[config.mk]
export PLATFORM = sky130hd
export DESIGN_NAME = carfield_boot_ctrl
export DESIGN_NICKNAME = d
export VERILOG_FILES = /design/src/rtl/carfield_pkg.sv /design/src/rtl/carfield_boot_ctrl.sv
export SDC_FILE = /design/constraint.sdc
export NUM_CORES = 1
export LEC_CHECK = 0
export ABC_AREA = 1
export ABC_CLOCK_PERIOD_IN_PS = 1600
export BUFFER_PORTS_ARGS = -buffer_cell sky130_fd_sc_hd__buf_2
export CORE_MARGIN = 4
export CORE_UTILIZATION = 47
export DETAILED_ROUTE_END_ITERATION = 7
export PLACE_DENSITY = 0.81
export SLEW_MARGIN = 20
export SYNTH_ARGS = -nofsm -noshare
export SYNTH_HDL_FRONTEND = slang
export SYNTH_SLANG_ARGS = --single-unit
[constraint.sdc]
create_clock -name clk_i -period 1.6 [get_ports clk_i]
set_input_delay 0.08 -clock clk_i [delete_from_list [all_inputs] [get_ports clk_i]]
set_output_delay 0.08 -clock clk_i [all_outputs]
set_load 0.02 [all_outputs]
[src/rtl/carfield_pkg.sv]
// Carfield SoC-level constants shared by the boot controller.
package carfield_pkg;

    // Reset boot address of the host core.
    localparam logic [63:0] carfield_boot_addr = 64'h0000_0000_0100_0000;

    // Boot controller register byte offsets.
    localparam logic [3:0] BootLoOffs = 4'h0;
    localparam logic [3:0] BootHiOffs = 4'h4;
    localparam logic [3:0] CtrlOffs   = 4'h8;
    localparam logic [3:0] StatusOffs = 4'hC;

    // Boot sequencer states; encodings are visible in STATUS[1:0].
    typedef enum logic [1:0] {
        HOLD    = 2'd0,
        WAIT    = 2'd1,
        RUNNING = 2'd2
    } boot_state_e;

    // Flattened register-bus request as seen by the boot controller.
    typedef struct packed {
        logic        valid;
        logic        write;
        logic [3:0]  addr;
        logic [31:0] wdata;
        logic [3:0]  wstrb;
    } boot_reg_req_t;

endpackage

[src/rtl/carfield_boot_ctrl.sv]
// Boot sequencer: holds the host core in reset, owns the boot address
// register and releases the core autonomously or on a GO register write.
module carfield_boot_ctrl
    import carfield_pkg::*;
#(
    parameter int unsigned AddrWidth       = 48,
    parameter logic [63:0] DefaultBootAddr = carfield_boot_addr,
    parameter int unsigned RstHoldCycles   = 16
) (
    input  logic                 clk_i,
    input  logic                 rst_ni,
    input  logic [1:0]           bootmode_i,
    input  logic                 reg_valid_i,
    input  logic                 reg_write_i,
    input  logic [3:0]           reg_addr_i,
    input  logic [31:0]          reg_wdata_i,
    input  logic [3:0]           reg_wstrb_i,
    output logic                 reg_ready_o,
    output logic [31:0]          reg_rdata_o,
    output logic                 reg_error_o,
    output logic [AddrWidth-1:0] boot_addr_o,
    output logic                 core_rst_no,
    output logic                 core_released_o
);

    // A width of 1 keeps the counter legal when the hold is a single cycle.
    localparam int unsigned     CntW    = (RstHoldCycles > 1) ? $clog2(RstHoldCycles) : 1;
    localparam logic [CntW-1:0] CntLast = CntW'(RstHoldCycles - 1);

    boot_state_e          state_q, state_d;
    logic [CntW-1:0]      cnt_q, cnt_d;
    logic [1:0]           bootmode_q, bootmode_d;
    logic                 go_pending_q, go_pending_d;
    logic [AddrWidth-1:0] boot_q, boot_d;
    logic                 core_rst_q;

    boot_reg_req_t req;
    logic          acc_err;
    logic          lo_we, hi_we, go_wr;
    logic [63:0]   boot_full;

    assign req = '{valid: reg_valid_i, write: reg_write_i, addr: reg_addr_i,
                   wdata: reg_wdata_i, wstrb: reg_wstrb_i};

    // Zero-extended view so BOOT_HI reads bits above AddrWidth as 0.
    assign boot_full = 64'(boot_q);

    // Access decode: errors suppress every side effect of the access.
    always_comb begin
        acc_err = 1'b0;
        if (req.valid) begin
            if (req.addr[1:0] != 2'b00) begin
                acc_err = 1'b1;
            end else if (req.write && req.addr == StatusOffs) begin
                acc_err = 1'b1;
            end else if (req.write && state_q == RUNNING &&
                         (req.addr == BootLoOffs || req.addr == BootHiOffs)) begin
                acc_err = 1'b1;
            end
        end
        lo_we = req.valid && req.write && !acc_err && req.addr == BootLoOffs;
        hi_we = req.valid && req.write && !acc_err && req.addr == BootHiOffs;
        go_wr = req.valid && req.write && !acc_err && req.addr == CtrlOffs &&
                req.wstrb[0] && req.wdata[0];
    end

    // Read mux; writes and errored accesses return zero.
    always_comb begin
        reg_rdata_o = 32'h0;
        if (req.valid && !req.write && !acc_err) begin
            case (req.addr)
                BootLoOffs: reg_rdata_o = boot_full[31:0];
                BootHiOffs: reg_rdata_o = boot_full[63:32];
                StatusOffs: reg_rdata_o = {27'h0, go_pending_q, bootmode_q, state_q};
                default:    reg_rdata_o = 32'h0;
            endcase
        end
    end

    assign reg_ready_o = reg_valid_i;
    assign reg_error_o = acc_err;

    // Per-bit byte-strobed update; bits above AddrWidth simply do not exist.
    for (genvar i = 0; i < AddrWidth; i++) begin : g_boot_bit
        if (i < 32) begin : g_lo
            assign boot_d[i] = (lo_we && req.wstrb[i/8]) ? req.wdata[i] : boot_q[i];
        end else begin : g_hi
            assign boot_d[i] = (hi_we && req.wstrb[(i-32)/8]) ? req.wdata[i-32] : boot_q[i];
        end
    end

    // Sequencer next state; a GO in the expiry cycle counts as pending.
    always_comb begin
        state_d      = state_q;
        cnt_d        = cnt_q;
        bootmode_d   = bootmode_q;
        go_pending_d = go_pending_q;
        case (state_q)
            HOLD: begin
                go_pending_d = go_pending_q | go_wr;
                if (cnt_q == CntLast) begin
                    bootmode_d   = bootmode_i;
                    go_pending_d = 1'b0;
                    if (bootmode_i == 2'd0 || go_pending_q || go_wr) begin
                        state_d = RUNNING;
                    end else begin
                        state_d = WAIT;
                    end
                end else begin
                    cnt_d = cnt_q + 1'b1;
                end
            end
            WAIT: begin
                if (go_wr) state_d = RUNNING;
            end
            RUNNING: begin
                go_pending_d = 1'b0;
            end
            default: state_d = HOLD;
        endcase
    end

    // State, counter, latched strap and boot address registers.
    always_ff @(posedge clk_i or negedge rst_ni) begin
        if (!rst_ni) begin
            state_q      <= HOLD;
            cnt_q        <= '0;
            bootmode_q   <= 2'd0;
            go_pending_q <= 1'b0;
            boot_q       <= DefaultBootAddr[AddrWidth-1:0];
        end else begin
            state_q      <= state_d;
            cnt_q        <= cnt_d;
            bootmode_q   <= bootmode_d;
            go_pending_q <= go_pending_d;
            boot_q       <= boot_d;
        end
    end

    // Core reset follows the RUNNING state one cycle later, glitch-free.
    always_ff @(posedge clk_i or negedge rst_ni) begin
        if (!rst_ni) core_rst_q <= 1'b0;
        else         core_rst_q <= (state_q == RUNNING);
    end

    assign core_rst_no     = core_rst_q;
    assign core_released_o = (state_q == RUNNING);
    assign boot_addr_o     = boot_q;

endmodule

==> results of run 1 <==
-- critical path, delay by kind of cell (launching register included) --
kind | cells | cell delay (ns)
buffers and inverters | 3 | 0.43
and+or+nand+nor | 5 | 0.54
DFF | 1 | 0.36
-- routing by layer --
metal	vias up	track usage, %	wire length [µm]	part of all wire [%]
li1	1505	-	-	-
met1	1460	29.0	3440	39
met2	132	39.6	4640	52
met3	23	4.26	619	6.9
met4	0	9.49	228	2.6
met5	-	0	0	0
-- cell families (layout without fill, tap and decap cells) --
family | count (synthesis) | count (layout) | share of synthesized area (%)
compound gates | 49 | 49 | 10.6
xor+xnor | 2 | 2 | 0.597
fa+ha+maj | 1 | 1 | 0.426
buf+inv | 54 | 223 | 8.14
flops | 58 | 58 | 49.5
mux | 1 | 1 | 0.383
simple gates | 209 | 209 | 30.4
-- per-stage QoR --
| stage | hold slack, ns | area, µm² | setup TNS [ns] | setup WS [ns] | power [mW] |
|---|---|---|---|---|---|
| floorplan | -0.216 | 2940 | 0 | 0.111 | 1.73 |
| global placement | 0.0171 | 3700 | 0 | 0.0960 | 1.90 |
| detailed placement | 0.0218 | 3700 | 0 | 0.0594 | 1.91 |
| CTS | 0.000971 | 4320 | -2.47 | -0.112 | 3.27 |
| global route | 0.00210 | 4570 | -5.46 | -0.231 | 3.41 |
| finish | 0.00843 | 4570 | -2.75 | -0.139 | 3.27 |
-- report_power, final --
| group | total (mW) | internal (mW) | switching [mW] |
|---|---|---|---|
| Sequential | 1.55 | 1.51 | 0.0370 |
| Combinational | 0.402 | 0.160 | 0.242 |
| Clock | 1.32 | 0.756 | 0.568 |
| Total | 3.27 | 2.43 | 0.847 |
-- final cells by class --
cell class	instances	share of cell area, %
Tap cell	75	2.05
Clock inverter	5	1.18
Inverter	39	3.26
Multi-Input combinational cell	262	32.1
Timing Repair Buffer	168	26.6
Sequential cell	58	31.8
Clock buffer	11	3.09
-- cell usage in the layout, fill, tap and decap left out, drive strengths merged, types with 3 or more instances in the layout --
cell / netlist / routed
o21ai: 34 / 34
dfrtp: 57 / 57
a21oi: 13 / 13
dlygate4sd3: 0 / 17
nand4: 3 / 3
nand3: 30 / 30
buf: 13 / 151
nand2: 146 / 146
nor2: 29 / 29
clkinv: 0 / 4
inv: 39 / 39
clkbuf: 2 / 11
-- path summary, 6_finish.rpt --
check / startpoint / endpoint / slack (ns) / cells past startpoint
max: state_q[0] / reg_rdata_o[24] / -0.14 / 8
min: reg_wdata_i[5] / boot_addr_o[5] / 0.008 / 3
max reg2reg: state_q[0] / boot_addr_o[27] / 0.06 / 10
min reg2reg: cnt_q[3] / cnt_q[3] / 0.47 / 1
max in group asynchronous: rst_ni / boot_addr_o[24] / 0.81 / 3
min in group asynchronous: rst_ni / boot_addr_o[33] / 0.20 / 2
-- repair_timing --
item	CTS	global route
gates cloned	1	0
pin swaps	8	4
setup buffers	5	5
resized for setup	65	55
setup endpoints to repair	32	82
hold buffers	17	0
hold endpoints to repair	30	0
-- sequential cells by signal, summed over array words and instances, names as in the netlist --
register      count
boot_addr_o      48
bootmode_q        2
cnt_q             4
core_rst_no       1
go_pending_q      1
state_q           2
==> summary.md, run 1 <==
| Metric | Value |
|---|---|
| Crit-path cells | inv_2 > nand2_2 > nor2_2 > nor2_2 > nand3_4 > buf_8 > nor2_1 > buf_2 |
| Area share of the largest cell type after synthesis | 48.6% |
| CP max stage cell | dfrtp_1 |
| CP startpoint kind | flop |
| CTS tree | built |
| Largest net degree at the start of global routing | 32 |
| DR iter-0 viols | around 120 |
| FF+latch area | between 1000 and 1500 µm² |
| Synthesized area | about 2900 µm² |
| Primary FF master, synth | dfrtp_1 |
| Min Clock Period, post-route | between 1.5 and 2 ns |
| Clock slew at reported path FFs | 0.07 ns |
| H-tree lvl count | 3 |
| CP Data Required Time | around 1.5 ns |
| Pre-antenna DRT Iters | 4 |
| Multi-input gate area | between 1000 and 1500 µm² |
| Vias | around 3100 |
| Status | complete, but fails checks |
| Final wirelength | 8930 µm |
| Drt drc | 0 |
| Crit path arrival time | 1.66 ns |
| Violated checks | setup timing |
| Vias in the first global route | around 3000 |
| Global Route Usage Sum | a little under a quarter |
| Synth Warn # | 0 |
| Finished Core Util | 76.3% |
| Final setup viols | 33 |
| Synth top area cells | dfrtp_1, nand2_1, inv_1 |
| Worst Setup Slack, final | -0.139 ns |
| Std-Cell Rows | 28 |
| Syn Nets | roughly 420 |
| Nature of the critical path endpoint | primary output |
| Maximum clock insertion buffer count | 2 |
| Max Fclk | between 500 and 600 MHz |
| RSZ-0062 raised after global routing | yes |
| Skew final | 0.00708 ns |
| Final std cells w/o fill | 618 |
| Routed WL per cell | 14.5 µm |
| Core region area | around 6000 µm² |
| Fin. max-slew vios | 0 |
| VDD IR max | between 0.4 and 0.5 mV |
| Max cap viols | 0 |
| Synth cell count leaders | nand2_1, dfrtp_1, inv_1, nand3_1, nor2_1 |
| CP most frequent cell | nor2_2 |
| Clk_lat worst skew | roughly 0.33 ns |
| Register area share after synthesis | about half |
| Inst Count DP | around 570 |
| Final net count | about 600 |
| Placer Congestion | approximately 0.86 |
| Final Cycle Share | 109% |
| Slew @ Worst Pin | 0.387 ns |
| Asr flop ratio synth | 100% |
| Area delta synth->final | 55.7% |
| Mean area per synthesized cell | between 7 and 8 µm² |
| CP Class | reg -> out |
| Detail-routed via count per cell | 5.05 |
| Ports | 130 |
| Total CTS buffers | 9 |
| DP HPWL | roughly 5900 µm |
| Antenna cells | 0 |
| Die height | about 87 µm |
| Die ar. | ~7600 µm² |
| Cell with the most instances after synthesis | nand2_1 |
| IO Port Bufs | ~130 |
| Synth unique cells | 28 |
| Pwr Density | a little over 700 nW/µm² |
| Register bit total from synthesis | between 50 and 60 |
| Starting density of the core | 49.0% |
| Total congestion overflow | 0 |
| Slew HR | approximately three quarters |
| Synth area leader | dfrtp_1 |
| Layout cell share with drive strength beyond 1 | between 40 and 50% |
| Routed Antenna Nets | 0 |
| First-pass GRT wire length | between 10000 and 15000 µm |
| Clock Sinks | 58 |
| Leak | 2.42 nW |
| Fill cells | ~420 |
| Die X | between 80 and 90 µm |
| Post-synth EDFFs | 0 |
| Final hold viol count | 0 |
| Cell count after synthesis | around 370 |
| Antenna violations before repair | 0 |
| Worst-path fanout max | 8 |
| CTS root buf | clkbuf_8 |
| Slowest stage delay, CP | between 0.3 and 0.4 ns |
| Hold Crit Class | in -> reg |
Power figures use the tool's default switching activity.
==> inputs of run 2 (changes only) <==
ABC_CLOCK_PERIOD_IN_PS = 1650   (was 1600)
REMOVE_ABC_BUFFERS = 1   (was not set)
clock period = 1.65 ns   (was 1.6 ns; I/O delays follow)
==> run 2 against run 1 <==
  * The flow still finishes with violations (setup timing)
  * Largest cell class is now flip-flops and latches
  * Global-route usage grew 0.49 points
  * Count of clock-buffer cells in the layout grew 2
  * Largest power group unchanged
  * Sequential power shrank 3%
  * Non-clock buffer count shrank 1
  * Clock power is essentially flat
==> summary.md, run 2 (synthesized netlist as in run 1, its figures left out) <==
| Metric | Value |
|---|---|
| Status | complete, but fails checks |
| Violated checks | setup timing |
| Clk_lat worst skew | 0.32 ns |
| Leak | 2.43 nW |
| Clock Sinks | 58 |
| Routed Antenna Nets | 0 |
| Vias | 3145 |
| Area delta synth->final | 55.0% |
| Final net count | a little under 600 |
| Crit path arrival time | approximately 1.7 ns |
| Final setup viols | 32 |
| Vias in the first global route | between 3000 and 4000 |
| Total congestion overflow | 0 |
| Max cap viols | 0 |
| Layout cell share with drive strength beyond 1 | a little over two fifths |
| Met2 Resource Use GR | between 40% and 50% |
| Clock slew at reported path FFs | approximately 0.07 ns |
| Final wirelength | roughly 9100 µm |
| Worst Setup Slack, final | -0.0998 ns |
| Min Clock Period, post-route | about 1.7 ns |
| Antenna violations before repair | 0 |
| Global Route Usage Sum | about a quarter |
| Placer Congestion | ~0.86 |
| Std-Cell Rows | 28 |
| RSZ-0062 raised after global routing | yes |
| Slew HR | about three fifths |
| Slew @ Worst Pin | 0.623 ns |
| CTS root buf | clkbuf_8 |
| VDD IR max | 0.582 mV |
| H-tree lvl count | 3 |
| Nature of the critical path endpoint | primary output |
| Hold Crit Class | in -> reg |
| Max Fclk | ~570 MHz |
| IO Port Bufs | 129 |
| Sequential Power Share | approximately 46% |
| Busiest grt layer | met2 |
| Final Cycle Share | 106% |
| Final hold viol count | 0 |
| Maximum clock insertion buffer count | 2 |
| Worst-path fanout max | 6 |
| DR iter-0 viols | about 120 |
| Fin. max-slew vios | 0 |
| Total CTS buffers | 9 |
| Most common cell after layout, fill and taps aside | nand2_1 |
| Met1 Usage GRT | 27.4% |
| Met3 track demand over resource | about 5% |
| CP Class | reg -> out |
| DP HPWL | ~6000 µm |
| Most frequent cells in the layout | nand2_1, buf_2, dfrtp_1 |
| Internal power | between 2 and 2.5 mW |
| Net Sw Frac | roughly a quarter |
| Power Total | 3.24 mW |
| Starting density of the core | 49.0% |
| Ports | 130 |
| Detail-routed via count per cell | approximately 5.1 |
| First-pass GRT wire length | approximately 14000 µm |
| Pwr Density | 711 nW/µm² |
| CTS tree | built |
| Die ar. | 7580 µm² |
| Final setup TNS | -2.04 ns |
| Die X | just under 90 µm |
| Largest net degree at the start of global routing | 29 |
| Drt drc | 0 |
| Fill cells | around 430 |
| Routed WL per cell | 14.7 µm |
| Clock power frac | approximately two fifths |
| Core region area | between 5000 and 6000 µm² |
| Skew final | ~0.010 ns |
| Pre-antenna DRT Iters | 4 |
| CP startpoint kind | flop |
| Switching power | ~800 µW |
| Number of flip-flops in the largest register | 48 |
| Combinational power share | between 10% and 20% |
| Die height | 87.0 µm |
| CP Data Required Time | around 1.6 ns |
==> run 2: layer usage <==
| metal | routed length, µm | up-vias |
|---|---|---|
| li1 | - | 1510 |
| met3 | 773 | 22 |
| met5 | 0 | - |
| met1 | 3350 | 1473 |
| met4 | 211 | 0 |
| met2 | 4730 | 140 |
==> run 2: final timing paths <==
| kind | startpoint | depth (start not counted) | endpoint | slack (ns) |
|---|---|---|---|---|
| setup reg to reg | state_q[1] | 10 | boot_addr_o[28] | 0.06 |
| setup / recovery | state_q[1] | 8 | reg_rdata_o[13] | -0.1 |
| hold / removal | reg_wdata_i[16] | 3 | boot_addr_o[16] | 0.01 |
| min in group asynchronous | rst_ni | 2 | boot_addr_o[34] | 0.31 |
| max in group asynchronous | rst_ni | 3 | boot_addr_o[38] | 0.77 |
| hold reg to reg | cnt_q[3] | 1 | cnt_q[3] | 0.47 |
==> run 2: repair_timing <==
action | 4_1_cts | 5_1_grt
pin swaps | 3 | 3
endpoints found under the setup margin | 31 | 79
setup buffers | 6 | 7
hold buffers | 12 | 0
gates cloned | 3 | 0
resized for setup | 54 | 50
hold endpoints to repair | 34 | 0
==> run 2: area by class of cell <==
| cell class | instances | area, µm² | area share [%] |
|---|---|---|---|
| clock buffer | 13 | 169 | 3.71 |
| clock inverter | 2 | 35.0 | 0.770 |
| tap | 75 | 93.8 | 2.06 |
| inverter | 39 | 146 | 3.22 |
| antenna | 1 | 2.50 | 0.0550 |
| timing repair buffer | 167 | 1220 | 26.8 |
| multi-input combinational | 262 | 1430 | 31.5 |
| sequential | 58 | 1450 | 31.9 |
==> run 2: through the flow <==
| stage | area [µm²] | util [%] | cells | setup WS, ns | hold WS (ns) |
|---|---|---|---|---|---|
| after floorplan | 2840 | - | 359 | 0.0773 | -0.213 |
| after global placement | 3680 | 61.5 | 573 | 0.176 | 0.118 |
| after detailed placement | 3680 | 61.5 | 573 | 0.0277 | 0.119 |
| after CTS | 4300 | 71.8 | 609 | -0.103 | 0.00488 |
| after global routing | 4550 | 75.9 | 616 | -0.187 | 0.0189 |
| final | 4550 | 76.0 | 617 | -0.0998 | 0.0127 |
==> run 2: power by group through the flow <==
stage | combinational (mW) | sequential (mW) | clock (mW)
after global placement | 0.320 | 1.52 | 0
after global routing | 0.429 | 1.51 | 1.42
after detailed placement | 0.328 | 1.52 | 0
after CTS | 0.377 | 1.50 | 1.36
after floorplan | 0.0948 | 1.57 | 0
final | 0.393 | 1.50 | 1.34
==> run 2: worst max-delay path, cell delays in order, from the launching register on <==
cell	delay, ns
dfrtp_1	0.41
nand2_2	0.10
nor2_2	0.05
nor2_4	0.11
nand3_4	0.12
buf_12	0.16
buf_12	0.13
a21oi_2	0.10
buf_4	0.15
